===== src/rtl/seizure_pkg.sv =====
// Shared state encoding, counter widths and small helpers for the seizure detector.
package seizure_pkg;

    typedef enum logic [1:0] {
        IDLE    = 2'b00,
        ARMED   = 2'b01,
        SEIZURE = 2'b10,
        REFRACT = 2'b11
    } sz_state_t;

    localparam int SCORE_W = 12;
    localparam int RUN_W   = 8;
    localparam int REFR_W  = 16;
    localparam int EVT_W   = 8;

    // Window and event counters stick at all-ones instead of wrapping.
    function automatic logic [RUN_W-1:0] sat_inc8(input logic [RUN_W-1:0] v);
        return (v == {RUN_W{1'b1}}) ? v : v + 1'b1;
    endfunction

endpackage


===== src/rtl/down_counter.sv =====
// Loadable down counter used for the refractory hold-off; stops at zero.
module down_counter
    import seizure_pkg::*;
#(
    parameter int W = REFR_W
) (
    input  logic         clk,
    input  logic         rst,
    input  logic         load,
    input  logic [W-1:0] load_val,
    input  logic         dec,
    output logic [W-1:0] count,
    output logic         zero
);

    always_ff @(posedge clk) begin
        if (rst) begin
            count <= '0;
        end else if (load) begin
            count <= load_val;
        end else if (dec && (count != '0)) begin
            count <= count - 1'b1;
        end
    end

    assign zero = (count == '0);

endmodule


===== src/rtl/seizure_detect_fsm.sv =====
// Window-vote seizure detector: onset after a run of hits, offset after a run of
// misses, then a fixed refractory hold-off before re-arming.
module seizure_detect_fsm
    import seizure_pkg::*;
#(
    parameter logic signed [SCORE_W-1:0] threshold         = 12'sd0,
    parameter int unsigned               on_windows        = 3,
    parameter int unsigned               off_windows       = 5,
    parameter int unsigned               refractory_cycles = 256
) (
    input  logic                      clk,
    input  logic                      rst,
    input  logic                      en,
    input  logic signed [SCORE_W-1:0] weight_sum,
    input  logic                      sum_valid,
    output logic                      seizure,
    output logic                      onset,
    output logic                      offset,
    output logic [1:0]                state,
    output logic [EVT_W-1:0]          event_count
);

    localparam logic [RUN_W-1:0]  ON_N   = RUN_W'(on_windows);
    localparam logic [RUN_W-1:0]  OFF_N  = RUN_W'(off_windows);
    localparam logic [REFR_W-1:0] REFR_N = REFR_W'(refractory_cycles);

    sz_state_t         cur;
    logic [RUN_W-1:0]  run;
    logic [RUN_W-1:0]  quiet;
    logic [RUN_W-1:0]  run_nx;
    logic [RUN_W-1:0]  quiet_nx;
    logic [REFR_W-1:0] refr_count;
    logic              refr_zero;
    logic              refr_last;
    logic              refr_load;
    logic              refr_dec;
    logic              active;
    logic              hit;
    logic              miss;
    logic              go_seizure;

    // en is active-low: a high level freezes everything and drops the strobe.
    assign active   = !en;
    assign hit      = sum_valid && (weight_sum > threshold);
    assign miss     = sum_valid && !hit;
    assign run_nx   = sat_inc8(run);
    assign quiet_nx = sat_inc8(quiet);

    assign go_seizure = active && hit &&
                        (((cur == IDLE) && (ON_N == 8'd1)) ||
                         ((cur == ARMED) && (run_nx >= ON_N)));

    assign refr_load = active && (cur == SEIZURE) && miss && (quiet_nx >= OFF_N);
    assign refr_dec  = active && (cur == REFRACT) && !refr_zero;
    // Leaving on the decrement that reaches zero keeps REFRACT exactly refractory_cycles long.
    assign refr_last = (refr_count == 16'd1) || refr_zero;

    down_counter #(.W(REFR_W)) u_refr (
        .clk      (clk),
        .rst      (rst),
        .load     (refr_load),
        .load_val (REFR_N),
        .dec      (refr_dec),
        .count    (refr_count),
        .zero     (refr_zero)
    );

    always_ff @(posedge clk) begin
        if (rst) begin
            cur         <= IDLE;
            run         <= '0;
            quiet       <= '0;
            seizure     <= 1'b0;
            onset       <= 1'b0;
            offset      <= 1'b0;
            event_count <= '0;
        end else begin
            onset  <= 1'b0;
            offset <= 1'b0;
            if (go_seizure) begin
                cur         <= SEIZURE;
                run         <= (cur == IDLE) ? 8'd1 : run_nx;
                quiet       <= '0;
                seizure     <= 1'b1;
                onset       <= 1'b1;
                event_count <= sat_inc8(event_count);
            end else if (active) begin
                case (cur)
                    IDLE: begin
                        if (hit) begin
                            run <= 8'd1;
                            cur <= ARMED;
                        end
                    end
                    ARMED: begin
                        if (hit) begin
                            run <= run_nx;
                        end else if (miss) begin
                            run <= '0;
                            cur <= IDLE;
                        end
                    end
                    SEIZURE: begin
                        if (refr_load) begin
                            cur     <= REFRACT;
                            quiet   <= '0;
                            seizure <= 1'b0;
                            offset  <= 1'b1;
                        end else if (miss) begin
                            quiet <= quiet_nx;
                        end else if (hit) begin
                            quiet <= '0;
                        end
                    end
                    REFRACT: begin
                        if (refr_last) begin
                            cur   <= IDLE;
                            run   <= '0;
                            quiet <= '0;
                        end
                    end
                    default: cur <= IDLE;
                endcase
            end
        end
    end

    assign state = cur;

endmodule

===== config.mk =====
export PLATFORM = sky130hd
export DESIGN_NAME = seizure_detect_fsm
export DESIGN_NICKNAME = d
export VERILOG_FILES = /design/src/rtl/seizure_pkg.sv /design/src/rtl/down_counter.sv /design/src/rtl/seizure_detect_fsm.sv
export SDC_FILE = /design/constraint.sdc
export NUM_CORES = 1
export LEC_CHECK = 0
export ABC_AREA = 1
export BUFFER_PORTS_ARGS = -buffer_cell sky130_fd_sc_hd__buf_4
export CORE_ASPECT_RATIO = 0.9
export CORE_MARGIN = 1
export CORE_UTILIZATION = 50
export CTS_CLUSTER_SIZE = 24
export DETAILED_ROUTE_END_ITERATION = 7
export HOLD_SLACK_MARGIN = 0.15
export PLACE_DENSITY = 0.71
export SLEW_MARGIN = 0
export SYNTH_ARGS = -nofsm -noshare
export SYNTH_HDL_FRONTEND = slang
export SYNTH_SLANG_ARGS = --single-unit

===== constraint.sdc =====
create_clock -name clk -period 2.1 [get_ports clk]
set_input_delay 0.21 -clock clk [delete_from_list [all_inputs] [get_ports clk]]
set_output_delay 0.21 -clock clk [all_outputs]
set_load 0.03 [all_outputs]

==> flow_metrics.tcl, run 1 <==
set metrics [dict create \
    total_leakage_power_nw 1.45 \
    max_freq_mhz 514 \
    routedWlPerCell_um 11.4 \
    setup_ws_ns 0.153 \
    finalSetupViolCount 0 \
    numCtsBuffers 5 \
    fin_util_pct 61.2 \
    p_int_mw 1.25 \
    grt_usage_pct 21.3 \
    slew_headroom_pct 78.1 \
    place.gp.congestion 0.869 \
    cap_violations 0 \
    cts_buffer_depth 2 \
    ir_worst_vdd_mv 0.393 \
    timing.final.crit_share_pct 92.7 \
    syn-cell-area_mm2 0.00274 \
    drt-total-wl_um 5790 \
    core_area_mm2 0.00526 \
    clkTransAtPathRegs_ns 0.08 \
    worstPathRequired_ns 2.29 \
    clkSinkCount 45 \
    dieArea_mm2 0.00578 \
    synthCells 405 \
    status "finished clean" \
    slew_violations 0 \
    power_switching_mw 0.361 \
    end_kind "flop" \
    dp_worst_setup_slack_ns 0.0508 \
    dp_hpwl_um 4310 \
    placed_area_mm2 0.00306 \
    grt_max_degree 21 \
    cts_tree "yes" \
    yosysSeqAreaShare_pct 32.9 \
    p_sw_share_pct 22.4 \
    min_from "rst" \
    viasPerCell 5.11 \
    clock_latency_ns 0.29 \
    reg2reg_from "quiet[0]$_SDFFE_PP0P_" \
    finalNetCount 464 \
    drive_above_1_share_pct 22.1 \
    final_antenna_net_count 0 \
    synth_nets 426 \
    grt_pass1_vias 2342 \
    rows 25 \
    power_density_mw_per_mm2 501 \
    clockRootBuffer "clkbuf_8" \
    io_pins 29 \
    htree_num_levels 2 \
    ys_seq_elements 45 \
    startpoint "quiet[0]$_SDFFE_PP0P_" \
    die_h_um 72.2 \
    dr.pass1.iters 5 \
    cp_max_fo 6 \
    tightest_slew_ns 0.328 \
    min_path_type "in2reg" \
    async_reset_ff_share_pct 0 \
    grt_first_pass_wirelength_um 9940 \
    start_kind "flop" \
    grt_antenna_before_repair 0 \
    ys_types 39 \
    arrival_ns 2.14 \
    drc 0 \
    vias 2607 \
    fin_skew_ns 0.00334 \
    p_comb_share_pct 7.0 \
    port_buffers 28 \
    finalSetupTns_ns 0 \
    crit_type "reg2reg" \
    power_frac_seq_pct 53.4 \
    syn_avg_cell_area_um2 6.77 \
    synth_edf_count 0 \
    hold_violations 0 \
    start_util_pct 52.2 \
    synth_top_flop_cell "dfxtp_1" \
    syn_to_final_growth_pct 17.3 \
    p_clk_share_pct 39.6 \
    yosys_warnings 0 \
    grt_overflow 0 \
    p_total_mw 1.61 \
    drtIter0Drc 92 \
    design_area_mm2 0.00321 \
    antenna_cells 0 \
    timing.final.crit_period_ns 1.95 \
    die_w_um 80.1 \
]
cell type report:
type	instances	area, µm²
clock buffers	5	68.8
clock inverters	2	35.0
fillers	499	2040
inverters	46	178
multi-input cells	310	1680
flip-flops and latches	45	905
well taps	67	83.8
repair buffers	35	263
cells in the final DEF, fill, tap and decap left out, types with 3 or more instances in the layout:
master    netlist  final
a21oi_1        26     26
buf_4           0     35
clkbuf_8        0      5
dfxtp_1        45     42
dfxtp_2         0      3
ha_1            5      4
inv_1          38     38
inv_2           6      6
nand2_1       101     99
nand2_2        16     15
nand2_4         2      5
nand3_1        31     31
nand4_1         8      8
nor2_1         59     58
nor2_2          6      5
nor2_4          1      3
nor3_1          3      3
nor3_2          6      6
o21ai_0         4      3
o21ai_1         4      5
xnor2_1         7      7
xor2_1         10     10
cell families (layout without fill, tap and decap cells):
family	count (synthesis)	in the layout	synth area share (%)
compound gates	40	40	8.22
xor+xnor	17	17	5.43
simple gates	248	248	44.1
buf+inv	50	88	7.07
fa+ha+maj	5	5	2.28
flops	45	45	32.9
Yosys cell counts (2+ instances only):
cell type  number  share of area [%]
dfxtp_1        45                 33
a21oi_1        26                4.7
xor2_1         10                3.2
o21ai_1         4               0.73
nand2_1       101                 14
nor3b_1         2               0.55
nand2_2        16                3.7
nand2_4         2               0.82
clkbuf_1        3               0.41
nand2_8         2                1.5
nand4_1         8                1.8
o21ai_0         4               0.73
nor3_1          3               0.55
nor2_1         59                8.1
nand3_1        31                5.7
nor3_2          6                2.2
inv_2           6               0.82
xnor2_1         7                2.2
inv_1          38                5.2
nor2_2          6                1.4
ha_1            5                2.3
or2_2           2               0.46
nand3b_1        2               0.55
a21oi_2         2               0.64
sequential cells by signal, indices dropped and copies added, names as in the netlist:
register	count
state	2
seizure	1
event_count	8
offset	1
quiet	8
run	8
onset	1
u_refr.count	16
critical path: stages, from the launching register on:
cell	delay (ns)
dfxtp_2	0.34
ha_1	0.22
nand2_2	0.12
clkinv_1	0.13
nand3_1	0.10
nand2_1	0.05
nand2_1	0.07
nand3b_1	0.07
nor2_1	0.12
nand2_1	0.11
nand2_4	0.12
nand3_2	0.12
nand2_4	0.11
nand2_1	0.06
nand2_1	0.08
nor2_2	0.03
power by group through the flow:
stage	logic (mW)	clock network [mW]	registers [mW]
after floorplan	0.0665	0	0.884
after global placement	0.112	0	0.880
after detailed placement	0.112	0	0.880
after CTS	0.112	0.652	0.860
after global routing	0.126	0.682	0.861
final	0.113	0.637	0.860
what timing repair did:
| action | CTS | global route |
|---|---|---|
| gates resized for setup | 0 | 13 |
| buffers inserted | 0 | 1 |
| endpoints found under the hold margin | 0 | 0 |
| endpoints found under the setup margin | 0 | 36 |
| hold buffers | 0 | 0 |
path summary, 6_finish.rpt:
check | slack, ns | end | depth (start not counted)
worst max-delay path | 0.15 | quiet[1]$_SDFFE_PP0P_ | 15
worst min-delay path | 0.24 | run[1]$_SDFFE_PP0P_ | 2
worst max register to register | 0.15 | quiet[1]$_SDFFE_PP0P_ | 15
worst min register to register | 0.49 | run[5]$_SDFFE_PP0P_ | 2
layer usage:
layer | vias to the layer above | track usage, % | wire [µm] | part of all wire, %
met2 | 44 | 37.7 | 2790 | 48
met5 | - | 0 | 0 | 0
li1 | 1361 | - | - | -
met4 | 0 | 4.56 | 31 | 0.54
met1 | 1198 | 27.3 | 2790 | 48
met3 | 4 | 3.65 | 189 | 3.3
metrics by stage:
step | hold WS (ns) | instances
after floorplan | 0.453 | 405
final | 0.236 | 510
after global placement | 0.473 | 502
after global routing | 0.250 | 510
after detailed placement | 0.475 | 502
after CTS | 0.241 | 509
No activity file was read; power rests on OpenSTA's default activity.
==> run 2, diff against run 1 <==
ABC_CLOCK_PERIOD_IN_PS = 2100   (was unset)
CORE_UTILIZATION = 26   (was 50)
PLACE_DENSITY = 0.43   (was 0.71)
==> run 2 against run 1 <==
  * Design area up 5.3%
  * Sequential power about the same
  * Register-to-register slack better by 0.02 ns
  * Clock power up 26%
  * Critical endpoint is now seizure$_SDFFE_PP0P_
==> flow_metrics.tcl, run 2 (synthesized netlist as in run 1, its figures left out) <==
set metrics [dict create \
    cp_max_fo 6 \
    dr.pass1.iters 5 \
    worstPathRequired_ns 2.28 \
    core_area_mm2 0.0102 \
    ir_worst_vdd_mv 0.260 \
    max_freq_mhz 518 \
    slew_headroom_pct 76.5 \
    instances_no_fill 581 \
    power_density_mw_per_mm2 525 \
    fin_skew_ns 0.00701 \
    tightest_slew_ns 0.349 \
    clockRootBuffer "clkbuf_16" \
    vias 2558 \
    grt_first_pass_wirelength_um 11200 \
    rows 35 \
    grt_usage_pct 13.2 \
    viasPerCell 4.40 \
    largest-register "u_refr.count" \
    finalSetupViolCount 0 \
    timing.final.crit_share_pct 91.9 \
    status "finished clean" \
    ctsHoldBuffers 0 \
    syn_to_final_growth_pct 23.4 \
    ff2ff_path_depth 11 \
    slew_violations 0 \
    start_kind "flop" \
    antenna_cells 0 \
    regArea_um2 903 \
    crit_type "reg2reg" \
    setup_ws_ns 0.170 \
    clkTransAtPathRegs_ns 0.07 \
    placed_area_mm2 0.00318 \
    dp_worst_setup_slack_ns 0.0654 \
    dp_hpwl_um 4860 \
    hold_violations 0 \
    numCtsBuffers 5 \
    p_total_mw 1.78 \
    finalSetupTns_ns 0 \
    multi_input_area_mm2 0.00167 \
    grt_antenna_before_repair 0 \
    grt_max_degree 21 \
    rrSetupSlack_ns 0.17 \
    min_path_type "in2reg" \
    timing.final.crit_period_ns 1.93 \
    drive_above_1_share_pct 23.7 \
    io_pins 29 \
    grt_pass1_vias 2402 \
    start_util_pct 26.8 \
    layout_commonest_cell "nand2_1" \
    port_buffers 28 \
    dieArea_mm2 0.0110 \
    end_kind "flop" \
    place.gp.congestion 0.789 \
    dp_cells 569 \
    drt-total-wl_um 6480 \
    die_w_um 110 \
    final_antenna_net_count 0 \
    whs_endpoint "event_count[3]$_SDFFE_PP0P_" \
    worst_hold_slack_ns 0.257 \
    most-common-layout-cells "nand2_1, nor2_1, dfxtp_1" \
    min_from "rst" \
    largest_reg_flops 16 \
    cap_violations 0 \
    fillCellCount 1150 \
    cts_buffer_depth 2 \
    grt_overflow 0 \
    htree_num_levels 2 \
    die_h_um 99.4 \
    routedWlPerCell_um 11.2 \
    drc 0 \
    fin_util_pct 33.0 \
    clkSinkCount 45 \
    rsz0062_at_grt "yes" \
    drtIter0Drc 70 \
    arrival_ns 2.11 \
    worstHoldPathCells 2 \
    cts_tree "yes" \
    finalNetCount 472 \
    design_area_mm2 0.00338 \
    clock_latency_ns 0.29 \
    reg2reg_from "quiet[0]$_SDFFE_PP0P_" \
    total_leakage_power_nw 1.50 \
    timing.rr.end "seizure$_SDFFE_PP0P_" \
]
-- run 2: cell count changes in the layout (fill, tap and decap cells not counted), moves of 2 or more --
cell,delta
clkbuf_16,+5
nor2_2,+2
buf_4,+7
clkbuf_8,-5
-- run 2: how the worst max path moves through the flow --
stage                                startpoint                           end  slack [ns]
after global placement      run[0]$_SDFFE_PP0P_         state[0]$_SDFFE_PP0P_        0.11
after detailed placement  quiet[0]$_SDFFE_PP0P_  u_refr.count[6]$_SDFFE_PP0P_        0.07
after global routing      quiet[0]$_SDFFE_PP0P_          seizure$_SDFFE_PP0P_       -0.01
final                     quiet[0]$_SDFFE_PP0P_          seizure$_SDFFE_PP0P_        0.17
after CTS                 quiet[0]$_SDFFE_PP0P_  u_refr.count[6]$_SDFFE_PP0P_        0.05
after floorplan             run[0]$_SDFFE_PP0P_   event_count[6]$_SDFFE_PP0P_        0.26
-- run 2: worst max-delay path, cell delays in order, from the launching register on --
cell,delay [ns]
dfxtp_2,0.34
ha_2,0.19
nand2_2,0.10
clkinv_1,0.12
o21ai_0,0.28
a21oi_1,0.11
nand2_1,0.11
nand2_4,0.10
buf_2,0.17
buf_4,0.13
a21oi_1,0.13
nor2_1,0.05
-- run 2: repair_timing --
action,CTS,global route
resized for setup,0,11
endpoints found under the setup margin,0,33
buffers inserted,0,4
-- run 2: where the power goes --
group,total [mW],internal (mW),switching [mW]
sequential,0.860,0.857,0.00383
clock,0.801,0.443,0.358
combinational,0.115,0.0465,0.0686
total,1.78,1.35,0.430
-- run 2: layout make-up --
type	instances	area share, %
sequential	45	26.7
tap	129	4.77
multi-input combinational	310	49.5
timing repair buffer	43	9.47
inverter	46	5.25
clock buffer	5	3.70
clock inverter	3	0.629
-- run 2: metal layers --
| metal | track usage [%] | share of wire (%) | up-vias |
|---|---|---|---|
| met5 | 0 | 0 | - |
| met4 | 4.25 | 1.4 | 0 |
| met3 | 3.21 | 3.3 | 7 |
| met2 | 21.3 | 44 | 25 |
| met1 | 17.1 | 51 | 1147 |
| li1 | - | - | 1379 |
==> run 3, diff against run 2 <==
SETUP_SLACK_MARGIN = 0.2   (was unset)
==> run 3 against run 2 <==
  * Via count is 3.8% higher
  * Flip-flop and latch count unchanged
  * Largest cell class unchanged
  * Worst setup slack worse by 0.011 ns
  * Critical endpoint is now event_count[6]$_SDFFE_PP0P_
  * Critical path type unchanged
  * Design area up 9.1%
  * Count of clock-buffer cells in the layout did not move
  * Global-route usage grew 0.082 points
  * Power rose by 0.57%
  * Register-to-register slack is essentially flat
  * First-iteration DRC count grew 1.4%
  * Die area is the same
  * Clock power is essentially flat
  * Clock skew about the same
==> flow_metrics.tcl, run 3 (synthesized netlist as in run 1, its figures left out) <==
set metrics [dict create \
    min_path_type "in2reg" \
    design_area_mm2 0.00369 \
    path_common_cell "nand2_4" \
    drive_above_1_share_pct 31.8 \
    rows 35 \
    syn_to_final_growth_pct 34.6 \
    final_antenna_net_count 0 \
    largest-register "u_refr.count" \
    htree_num_levels 2 \
    port_buffers 28 \
    timing.final.crit_share_pct 92.4 \
    hold_violations 0 \
    end_kind "flop" \
    placed_area_mm2 0.00318 \
    rsz0062_at_grt "yes" \
    finalSetupViolCount 0 \
    status "finished clean" \
    critPathSlowestCell "dfxtp_2" \
    clock_latency_ns 0.29 \
    antenna_cells 0 \
    io_pins 29 \
    instances_no_fill 597 \
    die_h_um 99.4 \
    clkTransAtPathRegs_ns 0.07 \
    crit_type "reg2reg" \
    die_w_um 110 \
    fin_skew_ns 0.00674 \
    clockRootBuffer "clkbuf_16" \
    max_freq_mhz 515 \
    dr.pass1.iters 4 \
    finalNetCount 488 \
    grt_antenna_before_repair 0 \
    grt_first_pass_wirelength_um 11300 \
    timing.final.crit_period_ns 1.94 \
    critical_path.top_delay_family "simple AND/OR/NAND/NOR gates" \
    layout_commonest_cell "nand2_1" \
    dieArea_mm2 0.0110 \
    viasPerCell 4.45 \
    most-common-layout-cells "nand2_1, buf_4, nor2_1" \
    crit_buf_inv 1 \
    fillCellCount 1126 \
    largest_reg_flops 16 \
    grt_pass1_vias 2436 \
    grt_overflow 0 \
    drt-total-wl_um 6970 \
    finalSetupTns_ns 0 \
    power_density_mw_per_mm2 484 \
    ctsHoldBuffers 0 \
    tightest_slew_ns 0.347 \
    worstPathRequired_ns 2.29 \
    vias 2654 \
    place.gp.congestion 0.789 \
    start_kind "flop" \
    slowest_delay_ns 0.36 \
    dp_cells 569 \
    clkSinkCount 45 \
    ir_worst_vdd_mv 0.253 \
    numCtsBuffers 5 \
    dp_hpwl_um 4860 \
    cts_tree "yes" \
    cp_max_fo 9 \
    core_area_mm2 0.0102 \
    cap_violations 0 \
    arrival_ns 2.13 \
    total_leakage_power_nw 1.67 \
    slew_headroom_pct 76.7 \
    grt_usage_pct 13.2 \
    cts_buffer_depth 2 \
    worstPathCellList "ha_4 > nand2_4 > nor3_4 > nand2_4 > buf_4 > nand3_2 > nor2_4 > nand2_4 > nand3_4 > o21ai_1 > nor2_1" \
    routedWlPerCell_um 11.7 \
    slew_violations 0 \
    start_util_pct 26.8 \
    drtIter0Drc 71 \
    drc 0 \
    grt_max_degree 21 \
]
==> run 3: what timing repair did <==
action	in CTS	in global routing
endpoints found under the setup margin	35	42
setup buffers	5	15
resized for setup	8	53
pin swaps	3	23
gates cloned	0	0
==> run 3: final timing paths <==
kind                                     startpoint                     endpoint  slack [ns]  cells after the start
worst max register to register  run[1]$_SDFFE_PP0P_  event_count[6]$_SDFFE_PP0P_        0.16                     11
worst min-delay path                            rst  event_count[1]$_SDFFE_PP0P_        0.25                      2
worst max-delay path            run[1]$_SDFFE_PP0P_  event_count[6]$_SDFFE_PP0P_        0.16                     11
worst min register to register  run[5]$_SDFFE_PP0P_          run[5]$_SDFFE_PP0P_        0.48                      2
==> run 3: per-layer routing <==
metal | global-route usage [%] | routed length [µm] | vias up
met5 | 0 | 0 | -
met4 | 4.25 | 88 | 0
met3 | 3.21 | 270 | 6
met2 | 21.5 | 3220 | 31
met1 | 17.1 | 3390 | 1206
li1 | - | - | 1411
==> run 3: metrics by stage <==
step | setup slack (ns) | hold WS (ns) | power (mW) | util [%]
2_1_floorplan | 0.263 | 0.453 | 0.950 | -
3_3_place_gp | 0.106 | 0.471 | 0.996 | 31.0
3_5_place_dp | 0.0654 | 0.473 | 0.997 | 31.0
4_1_cts | 0.200 | 0.258 | 1.82 | 33.1
5_1_grt | 0.0352 | 0.275 | 1.87 | 36.0
6_report | 0.160 | 0.253 | 1.79 | 36.0
==> run 3: area by class of cell <==
| class | count | area (µm²) | share of cell area, % |
|---|---|---|---|
| multi-input cells | 310 | 1830 | 49.6 |
| inverters | 46 | 185 | 5.02 |
| clock inverters | 3 | 21.3 | 0.576 |
| flip-flops and latches | 45 | 913 | 24.8 |
| well taps | 129 | 161 | 4.37 |
| repair buffers | 59 | 454 | 12.3 |
| clock buffers | 5 | 125 | 3.39 |
==> run 3: report_power, final <==
part	switching, mW	leakage [nW]	internal, mW
clock	0.359	0.0702	0.444
combinational	0.0746	1.24	0.0508
sequential	0.00464	0.366	0.854
